[config.mk]
export PLATFORM = sky130hd
export DESIGN_NAME = fetch_unit
export DESIGN_NICKNAME = d
export VERILOG_FILES = /design/src/rtl/fetch_unit_pkg.sv /design/src/rtl/fetch_fifo.sv /design/src/rtl/fetch_unit.sv
export SDC_FILE = /design/constraint.sdc
export NUM_CORES = 1
export LEC_CHECK = 0
export CAP_MARGIN = 20
export CORE_MARGIN = 1.5
export CORE_UTILIZATION = 63
export CTS_CLUSTER_DIAMETER = 30
export DETAILED_ROUTE_END_ITERATION = 6
export DONT_BUFFER_PORTS = 1
export PLACE_DENSITY = 0.79
export RECOVER_POWER = 50
export SYNTH_ARGS = -nofsm -noshare
export SYNTH_HDL_FRONTEND = slang
export SYNTH_SLANG_ARGS = --single-unit
[constraint.sdc]
create_clock -name clk -period 4.6 [get_ports clk]
set_input_delay 0 -clock clk [delete_from_list [all_inputs] [get_ports clk]]
set_output_delay 0 -clock clk [all_outputs]
set_load 0.05 [all_outputs]
[src/rtl/fetch_unit_pkg.sv]
// Shared types for the instruction fetch stage.
// Holds the fetch FSM encoding and the buffered {pc, instr} entry.
package fetch_unit_pkg;

  localparam int          XLEN         = 32;
  localparam logic [31:0] RESET_PC_DEF = 32'h0000_0000;

  typedef enum logic [1:0] {
    IDLE    = 2'd0,
    WAIT    = 2'd1,
    DISCARD = 2'd2
  } fetch_state_t;

  typedef struct packed {
    logic [XLEN-1:0] pc;
    logic [XLEN-1:0] instr;
  } fetch_entry_t;

  function automatic logic [XLEN-1:0] align_word(
    input logic [XLEN-1:0] a
  );
    return a & ~XLEN'(3);
  endfunction

endpackage

[src/rtl/fetch_fifo.sv]
// Small synchronous FIFO with flush, shared by instruction and data paths.
// DEPTH must be a power of two so the pointers wrap naturally.
module fetch_fifo #(
  parameter  int DEPTH = 2,
  parameter  int WIDTH = 64,
  localparam int AW    = $clog2(DEPTH),
  localparam int CW    = AW + 1
) (
  input  logic             clk,
  input  logic             reset,
  input  logic             push,
  input  logic [WIDTH-1:0] push_data,
  input  logic             pop,
  input  logic             flush,
  output logic [CW-1:0]    count,
  output logic [WIDTH-1:0] head
);

  logic [WIDTH-1:0] mem [DEPTH];
  logic [AW-1:0]    rd_ptr;
  logic [AW-1:0]    wr_ptr;

  always_ff @(posedge clk) begin
    if (push) begin
      mem[wr_ptr] <= push_data;
    end
  end

  // flush wins over a simultaneous push or pop
  always_ff @(posedge clk) begin
    if (reset || flush) begin
      rd_ptr <= '0;
      wr_ptr <= '0;
      count  <= '0;
    end else begin
      if (push) begin
        wr_ptr <= wr_ptr + AW'(1);
      end
      if (pop) begin
        rd_ptr <= rd_ptr + AW'(1);
      end
      case ({push, pop})
        2'b10:   count <= count + CW'(1);
        2'b01:   count <= count - CW'(1);
        default: count <= count;
      endcase
    end
  end

  assign head = mem[rd_ptr];

endmodule

[src/rtl/fetch_unit.sv]
// Instruction fetch stage: one outstanding icache request at a time,
// responses buffered in a small FIFO toward decode, flushed on redirect.
module fetch_unit
  import fetch_unit_pkg::*;
#(
  parameter logic [31:0] RESET_PC   = RESET_PC_DEF,
  parameter int          FIFO_DEPTH = 2
) (
  input  logic        clk,
  input  logic        reset,
  input  logic        redirect_valid,
  input  logic [31:0] redirect_pc,
  output logic [31:0] ic_addr,
  output logic        ic_req,
  input  logic [31:0] ic_rdata,
  input  logic        ic_ready,
  output logic        dec_valid,
  input  logic        dec_ready,
  output logic [31:0] dec_pc,
  output logic [31:0] dec_instr
);

  localparam int          CW   = $clog2(FIFO_DEPTH) + 1;
  localparam logic [CW-1:0] FULL = CW'(FIFO_DEPTH);

  fetch_state_t  state;
  logic [31:0]   fetch_pc;
  logic [CW-1:0] count;
  logic          push;
  logic          pop;
  fetch_entry_t  wr_entry;
  fetch_entry_t  head;

  // ic_addr still holds the address of the request being answered
  assign push     = (state == WAIT) && ic_ready && !redirect_valid;
  assign pop      = dec_valid && dec_ready;
  assign wr_entry = '{pc: ic_addr, instr: ic_rdata};

  assign dec_valid = (count != '0);
  assign dec_pc    = head.pc;
  assign dec_instr = head.instr;

  fetch_fifo #(
    .DEPTH (FIFO_DEPTH),
    .WIDTH ($bits(fetch_entry_t))
  ) u_fifo (
    .clk       (clk),
    .reset     (reset),
    .push      (push),
    .push_data (wr_entry),
    .pop       (pop),
    .flush     (redirect_valid),
    .count     (count),
    .head      (head)
  );

  always_ff @(posedge clk) begin
    if (reset) begin
      state    <= IDLE;
      ic_req   <= 1'b0;
      ic_addr  <= RESET_PC;
      fetch_pc <= RESET_PC;
    end else begin
      ic_req <= 1'b0;
      unique case (state)
        IDLE: begin
          if (!redirect_valid && count < FULL) begin
            ic_req  <= 1'b1;
            ic_addr <= fetch_pc;
            state   <= WAIT;
          end
        end
        WAIT: begin
          if (ic_ready) begin
            state <= IDLE;
            if (!redirect_valid) begin
              fetch_pc <= fetch_pc + 32'd4;
            end
          end else if (redirect_valid) begin
            state <= DISCARD;
          end
        end
        DISCARD: begin
          if (ic_ready) begin
            state <= IDLE;
          end
        end
        default: state <= IDLE;
      endcase
      if (redirect_valid) begin
        fetch_pc <= align_word(redirect_pc);
      end
    end
  end

endmodule

==> impl_metrics.py, run 1 <==
metrics = {
    "status": {
        "status": "finished, final reports clean",
    },
    "setup_path": {
        "max_stage_delay_ps": 1220,
        "cp_top_family": "flip-flops",
        "path_cells": "buf_4 -> mux2_2",
        "worstSetupEndpointType": "primary output",
        "r2r_end": "u_fifo.mem[0][12]",
        "arrival_ps": 2740,
        "path_class": "reg -> out",
        "slowest_stage": "dfxtp_1",
        "worstPathRequired_ps": 4600,
        "r2r_slack_ps": 1960,
        "start_kind": "flop",
        "critPathMaxFanout": 33,
        "rr_worst_depth": 4,
        "crit_buf_inv": 1,
        "r2r_start": "state[0]",
    },
    "synth": {
        "async_flop_share_pct": 0,
        "ys_ff_latch": 192,
        "yosys.area_share.simple_pct": 13.0,
        "yosys_warnings": 0,
        "synthAdderAreaFrac_pct": 0.324,
        "synth_compound_area_share_pct": 7.31,
        "synth_top_family_by_area": "simple AND/OR/NAND/NOR gates",
        "syn_area_mm2": 0.00773,
        "synth-main-ff-cell": "edfxtp_1",
        "synth-edff-count": 124,
        "muxShareOfSynthArea_pct": 9.30,
        "synth_xor_area_share_pct": 1.47,
        "synth.distinct_cells": 53,
        "syn_inst": 596,
        "yosysSeqAreaShare_pct": 65.7,
        "synth.avg_cell_area_um2": 13.0,
    },
    "clock_tree": {
        "cts_max_level": 4,
        "cts_resized": 0,
        "cts_setup_buffers": 0,
        "cts_buffer_depth": 2,
        "cts_tree": "done",
        "numCtsBuffers": 17,
        "hold_buffers": 70,
        "clock_latency_ps": 420,
        "clock_sinks": 192,
        "clk_pin_slew_ps": 60,
        "cts-root-buf": "clkbuf_16",
    },
    "floorplanning": {
        "die_height_um": 114,
        "core_mm2": 0.0120,
        "rows": 40,
        "die_w_um": 114,
        "initial_core_util_pct": 64.4,
        "boundaryPins": 167,
        "die-area_mm2": 0.0129,
    },
    "placement": {
        "place_ws_ps": 2090,
        "port_buffers": 0,
        "hpwl_um": 9870,
        "dp.cells": 711,
        "gp_congestion": 0.857,
    },
    "sta": {
        "rsz0062_at_grt": "no",
        "maxSlewViolCount": 0,
        "whs_ps": 83.3,
        "fin_setup_tns_ps": 0,
        "fin_crit_sh_pct": 59.7,
        "worst_pin_slew_ps": 1340,
        "skew_ps": 5.87,
        "timing.final.ws_setup_ps": 1860,
        "report.final.setup_viol": 0,
        "clock.fmax_ghz": 0.364,
        "hold_violations": 0,
        "relSlewSlack_pct": 10.5,
        "period_needed_ps": 2740,
    },
    "global_routing": {
        "grt_pass1_wl_um": 24800,
        "grt_usage_pct": 25.0,
        "grt_max_degree": 63,
        "grt_overflow": 0,
        "grt_pass1_vias": 4722,
        "antenna_found_initial": 0,
    },
    "flow_run": {
        "cap_violations": 0,
    },
    "power_and_ir_drop": {
        "p_per_area_mw_per_mm2": 395,
        "p_leak_nw": 2.91,
        "peakVddDrop_v": 0.000275,
    },
    "hold_path": {
        "hold_start": "redirect_valid",
        "min_path_type": "in -> reg",
        "hold_path_end": "fetch_pc[17]",
        "holdPathStages": 3,
    },
    "routing": {
        "wl_per_cell_um": 19.9,
        "drc_errors": 0,
        "totalWireLength_um": 16200,
        "num_vias": 5022,
        "drt_iter0_drc": 522,
        "postRouteAntennaNets": 0,
        "vias_per_cell": 6.17,
        "firstDrtPassIters": 5,
    },
    "cells_and_area": {
        "fin_cells": 814,
        "diodes": 0,
        "final_util_pct": 75.6,
        "area_delta_synth_final_pct": 17.5,
        "drive_gt1_share_pct": 11.8,
        "nNetsFinal": 725,
    },
}
-- cell usage in the layout (no fill, tap or decap), types with 3 or more instances in the layout --
master and n:
a2111oi_0 3, a211oi_1 10, a21oi_1 33, a311oi_1 13
and2_1 3, and3_1 3, and4_1 9, buf_4 5
clkbuf_16 17, clkinv_1 3, clkinvlp_4 5, conb_1 4
dfxtp_1 68, dlygate4sd3_1 69, edfxtp_1 124, inv_1 9
mux2_1 28, mux2_2 35, nand2_1 74, nand3_1 8
nand4_1 12, nor2_1 30, nor2b_1 5, nor3_1 8
nor4_1 7, o21ai_0 7, o31ai_1 5, or3_1 4
or4_1 7, xnor2_1 5, xor2_1 8
-- worst register-to-register path: stages, from the launching register on --
cell and delay, ps:
dfxtp_1 450, nand3b_1 340, nand2b_1 360, nor2_4 520, buf_4 600
-- kinds of logic (layout without fill, tap and decap cells) --
family / after synthesis / after routing
DFF: 192 / 192
xor gates and xnor gates: 13 / 13
other: 1 / 4
AOI/OAI and AO/OA: 84 / 84
buffers and inverters: 49 / 117
muxes: 64 / 64
and+or+nand+nor: 191 / 191
adders and majority gates: 2 / 2
-- power by group --
part	internal, W	total, W	switching, W
Sequential	0.00187	0.00196	0.0000883
Combinational	0.0000852	0.000220	0.000135
Clock	0.000806	0.00140	0.000598
Total	0.00277	0.00359	0.000821
-- registers in the layout, indices dropped and copies added, names as in the netlist, named ones only --
name / cells
fetch_pc: 30
ic_addr: 30
ic_req: 1
state: 2
u_fifo.count: 2
u_fifo.mem: 124
u_fifo.rd_ptr: 1
u_fifo.wr_ptr: 1
-- metrics by stage --
| stage | cell area [um^2] | power (W) |
|---|---|---|
| floorplan | 7740 | 0.00213 |
| global placement | 7800 | 0.00214 |
| detailed placement | 7800 | 0.00215 |
| CTS | 9080 | 0.00359 |
| global route | 9080 | 0.00369 |
| finish | 9080 | 0.00359 |
-- area by class of cell --
class / count / area [um^2]
Inverter: 9 / 33.8
Fill cell: 762 / 2930
Clock inverter: 12 / 119
Multi-Input combinational cell: 358 / 2460
Timing Repair Buffer: 76 / 756
Clock buffer: 20 / 447
Sequential cell: 192 / 5080
Tap cell: 147 / 184
-- synth_stat cells (all sizes together), types with 9 or more instances --
| library cell | instances | share of area, % |
|---|---|---|
| edfxtp | 124 | 48 |
| nor2 | 32 | 1.6 |
| a21oi | 33 | 2.1 |
| inv | 9 | 0.44 |
| nand3 | 9 | 0.65 |
| nand4 | 15 | 1.7 |
| a311oi | 13 | 1.5 |
| and4 | 10 | 1.2 |
| mux2 | 63 | 9.2 |
| nand2 | 74 | 3.6 |
| buf | 10 | 0.92 |
| clkbuf | 30 | 1.5 |
| a211oi | 10 | 0.97 |
| dfxtp | 68 | 18 |
-- how the worst max path moves through the flow --
stage | to | slack (ps) | cells past startpoint
detailed placement | u_fifo.mem[0][41] | 2090 | 4
global route | dec_pc[18] | 1690 | 2
floorplan | u_fifo.mem[0][0] | 670 | 3
finish | dec_pc[18] | 1860 | 2
global placement | u_fifo.mem[0][40] | 2110 | 4
CTS | u_fifo.mem[0][5] | 2060 | 4
-- layer usage --
layer | global-route usage (%) | wire length (um) | vias to the layer above
li1 | - | - | 2338
met1 | 33.3 | 7050 | 2423
met2 | 39.8 | 7740 | 232
met3 | 6.32 | 1070 | 29
met4 | 10.4 | 371 | 0
met5 | 0 | 0 | -
Note: power is estimated with default switching activity, not from simulation.
==> inputs of run 2 (changes only) <==
clock period = 2.8 ns   (was 4.6 ns; I/O delays follow)
==> run 2 against run 1 <==
Clock power increased by 56%; combinational power grew 66%; first-iteration DRC count decreased by 17%; critical endpoint is now fetch_pc[12]; cell area about the same; non-clock buffer count increased by 1; sequential share of layout area barely moved; global-route usage rose by 1.6 points; largest power group unchanged; critical path depth increased by 3; sequential cell count unchanged; count of clock-buffer cells in the layout is 1 lower.
==> impl_metrics.py, run 2 (synthesis gave the netlist of run 1 again) <==
metrics = {
    "power_and_ir_drop": {
        "p_per_area_mw_per_mm2": 637,
        "p_int_w": 0.00442,
        "p_leak_nw": 2.91,
        "switching_share_pct": 23.5,
        "seq_power_share_pct": 55.8,
        "p_switching_w": 0.00136,
        "peakVddDrop_v": 0.000385,
        "p_clk_share_pct": 37.9,
        "p_comb_share_pct": 6.3,
    },
    "global_routing": {
        "grt_pass1_vias": 4995,
        "grt_max_degree": 63,
        "grt_pass1_wl_um": 26400,
        "grt_usage_pct": 26.6,
        "grt_overflow": 0,
        "antenna_found_initial": 0,
    },
    "sta": {
        "rsz0062_at_grt": "no",
        "hold_violations": 0,
        "report.final.setup_viol": 0,
        "period_needed_ps": 2510,
        "clock.fmax_ghz": 0.398,
        "fin_crit_sh_pct": 89.7,
        "relSlewSlack_pct": 16.9,
        "maxSlewViolCount": 0,
        "skew_ps": 9.69,
        "worst_pin_slew_ps": 1250,
        "whs_ps": 19.5,
    },
    "flow_run": {
        "cap_violations": 0,
    },
    "setup_path": {
        "arrival_ps": 2880,
        "crit_buf_inv": 1,
        "worstSetupEndpointType": "flop",
        "path_cells": "and4b_1 -> nand4_1 -> or3_1 -> a311oi_1 -> dlygate4sd3_1",
        "worstPathRequired_ps": 3170,
        "slowest_stage": "dlygate4sd3_1",
        "critPathMaxFanout": 8,
        "max_stage_delay_ps": 590,
        "path_class": "reg -> reg",
        "start_kind": "flop",
        "cp_top_family": "simple AND/OR/NAND/NOR gates",
    },
    "floorplanning": {
        "die_height_um": 114,
        "boundaryPins": 167,
        "die-area_mm2": 0.0129,
        "die_w_um": 114,
        "rows": 40,
        "initial_core_util_pct": 64.4,
        "core_mm2": 0.0120,
    },
    "clock_tree": {
        "cts_setup_buffers": 0,
        "cts_buffer_depth": 2,
        "numCtsBuffers": 17,
        "clk_pin_slew_ps": 70,
        "cts_tree": "done",
        "clock_latency_ps": 430,
        "cts-root-buf": "clkbuf_16",
        "hold_buffers": 71,
        "clock_sinks": 192,
        "cts_resized": 0,
        "cts_max_level": 4,
    },
    "routing": {
        "firstDrtPassIters": 6,
        "num_vias": 5137,
        "wl_per_cell_um": 20.9,
        "drc_errors": 0,
        "postRouteAntennaNets": 0,
        "drt_iter0_drc": 435,
        "vias_per_cell": 6.32,
        "totalWireLength_um": 17000,
    },
    "placement": {
        "gp_congestion": 0.840,
        "hpwl_um": 9960,
        "port_buffers": 0,
        "place_area_mm2": 0.00785,
    },
    "cells_and_area": {
        "layout_commonest_cell": "edfxtp_1",
        "largest_register": "u_fifo.mem",
        "nNetsFinal": 726,
        "top_regs": "u_fifo.mem: 124 flops, fetch_pc: 30 flops, ic_addr: 30 flops",
        "drive_gt1_share_pct": 12.5,
        "layout_common_cells": "124 x edfxtp_1, 74 x nand2_1, 70 x dlygate4sd3_1, 68 x dfxtp_1, 39 x mux2_2",
        "final_area_mm2": 0.00908,
        "diodes": 0,
        "area_delta_synth_final_pct": 17.4,
        "largest_reg_flops": 124,
    },
    "hold_path": {
        "min_path_type": "in -> reg",
    },
    "status": {
        "status": "finished, final reports clean",
    },
}
run 2: cell types whose count changed in the layout (fill, tap and decap cells not counted), moves of 2 or more:
cell      before  now
mux2_2        35   39
buf_12         1    3
mux2_1        28   24
buf_4          5    3
clkinv_1       3    1
clkinv_2       2    4
run 2: area by class of cell:
class | instances | area, um^2
well taps | 147 | 184
multi-input cells | 358 | 2460
fillers | 746 | 2940
clock inverters | 11 | 92.6
clock buffers | 19 | 433
repair buffers | 77 | 788
inverters | 9 | 33.8
flip-flops and latches | 192 | 5080
run 2: per-stage QoR:
step | TNS [ps] | cells | setup WS (ps) | util [%] | power [W]
floorplan | -13930 | 599 | -112 | - | 0.00350
global route | 0 | 813 | 138 | 75.6 | 0.00595
CTS | 0 | 813 | 348 | 75.7 | 0.00579
finish | 0 | 813 | 289 | 75.6 | 0.00578
detailed placement | 0 | 712 | 542 | 65.4 | 0.00354
global placement | 0 | 712 | 707 | 65.4 | 0.00353
run 2: path summary, 6_finish.rpt:
kind	from	to	slack, ps	cells past startpoint
worst max-delay path	state[0]	fetch_pc[12]	290	5
worst min-delay path	reset	fetch_pc[17]	20	3
worst max register to register	state[0]	fetch_pc[12]	290	5
worst min register to register	fetch_pc[31]	ic_addr[31]	520	2
run 2: power by group through the flow:
stage | sequential, W | combinational [W] | clock [W]
2_1_floorplan | 0.00325 | 0.000249 | 0
3_3_place_gp | 0.00328 | 0.000249 | 0
3_5_place_dp | 0.00328 | 0.000255 | 0
4_1_cts | 0.00322 | 0.000363 | 0.00220
5_1_grt | 0.00323 | 0.000392 | 0.00232
6_report | 0.00323 | 0.000365 | 0.00219
run 2: layer usage:
metal / vias up / part of all wire (%) / track usage, %
met5: - / 0 / 0
met4: 0 / 1.7 / 9.00
met3: 31 / 8.5 / 8.40
met2: 272 / 49 / 43.0
met1: 2493 / 41 / 34.5
li1: 2341 / - / -
run 2: worst register-to-register path: stages (launching register included):
cell and delay (ps):
dfxtp_1 460, and4b_1 520, nand4_1 270, or3_1 380, a311oi_1 240, dlygate4sd3_1 590
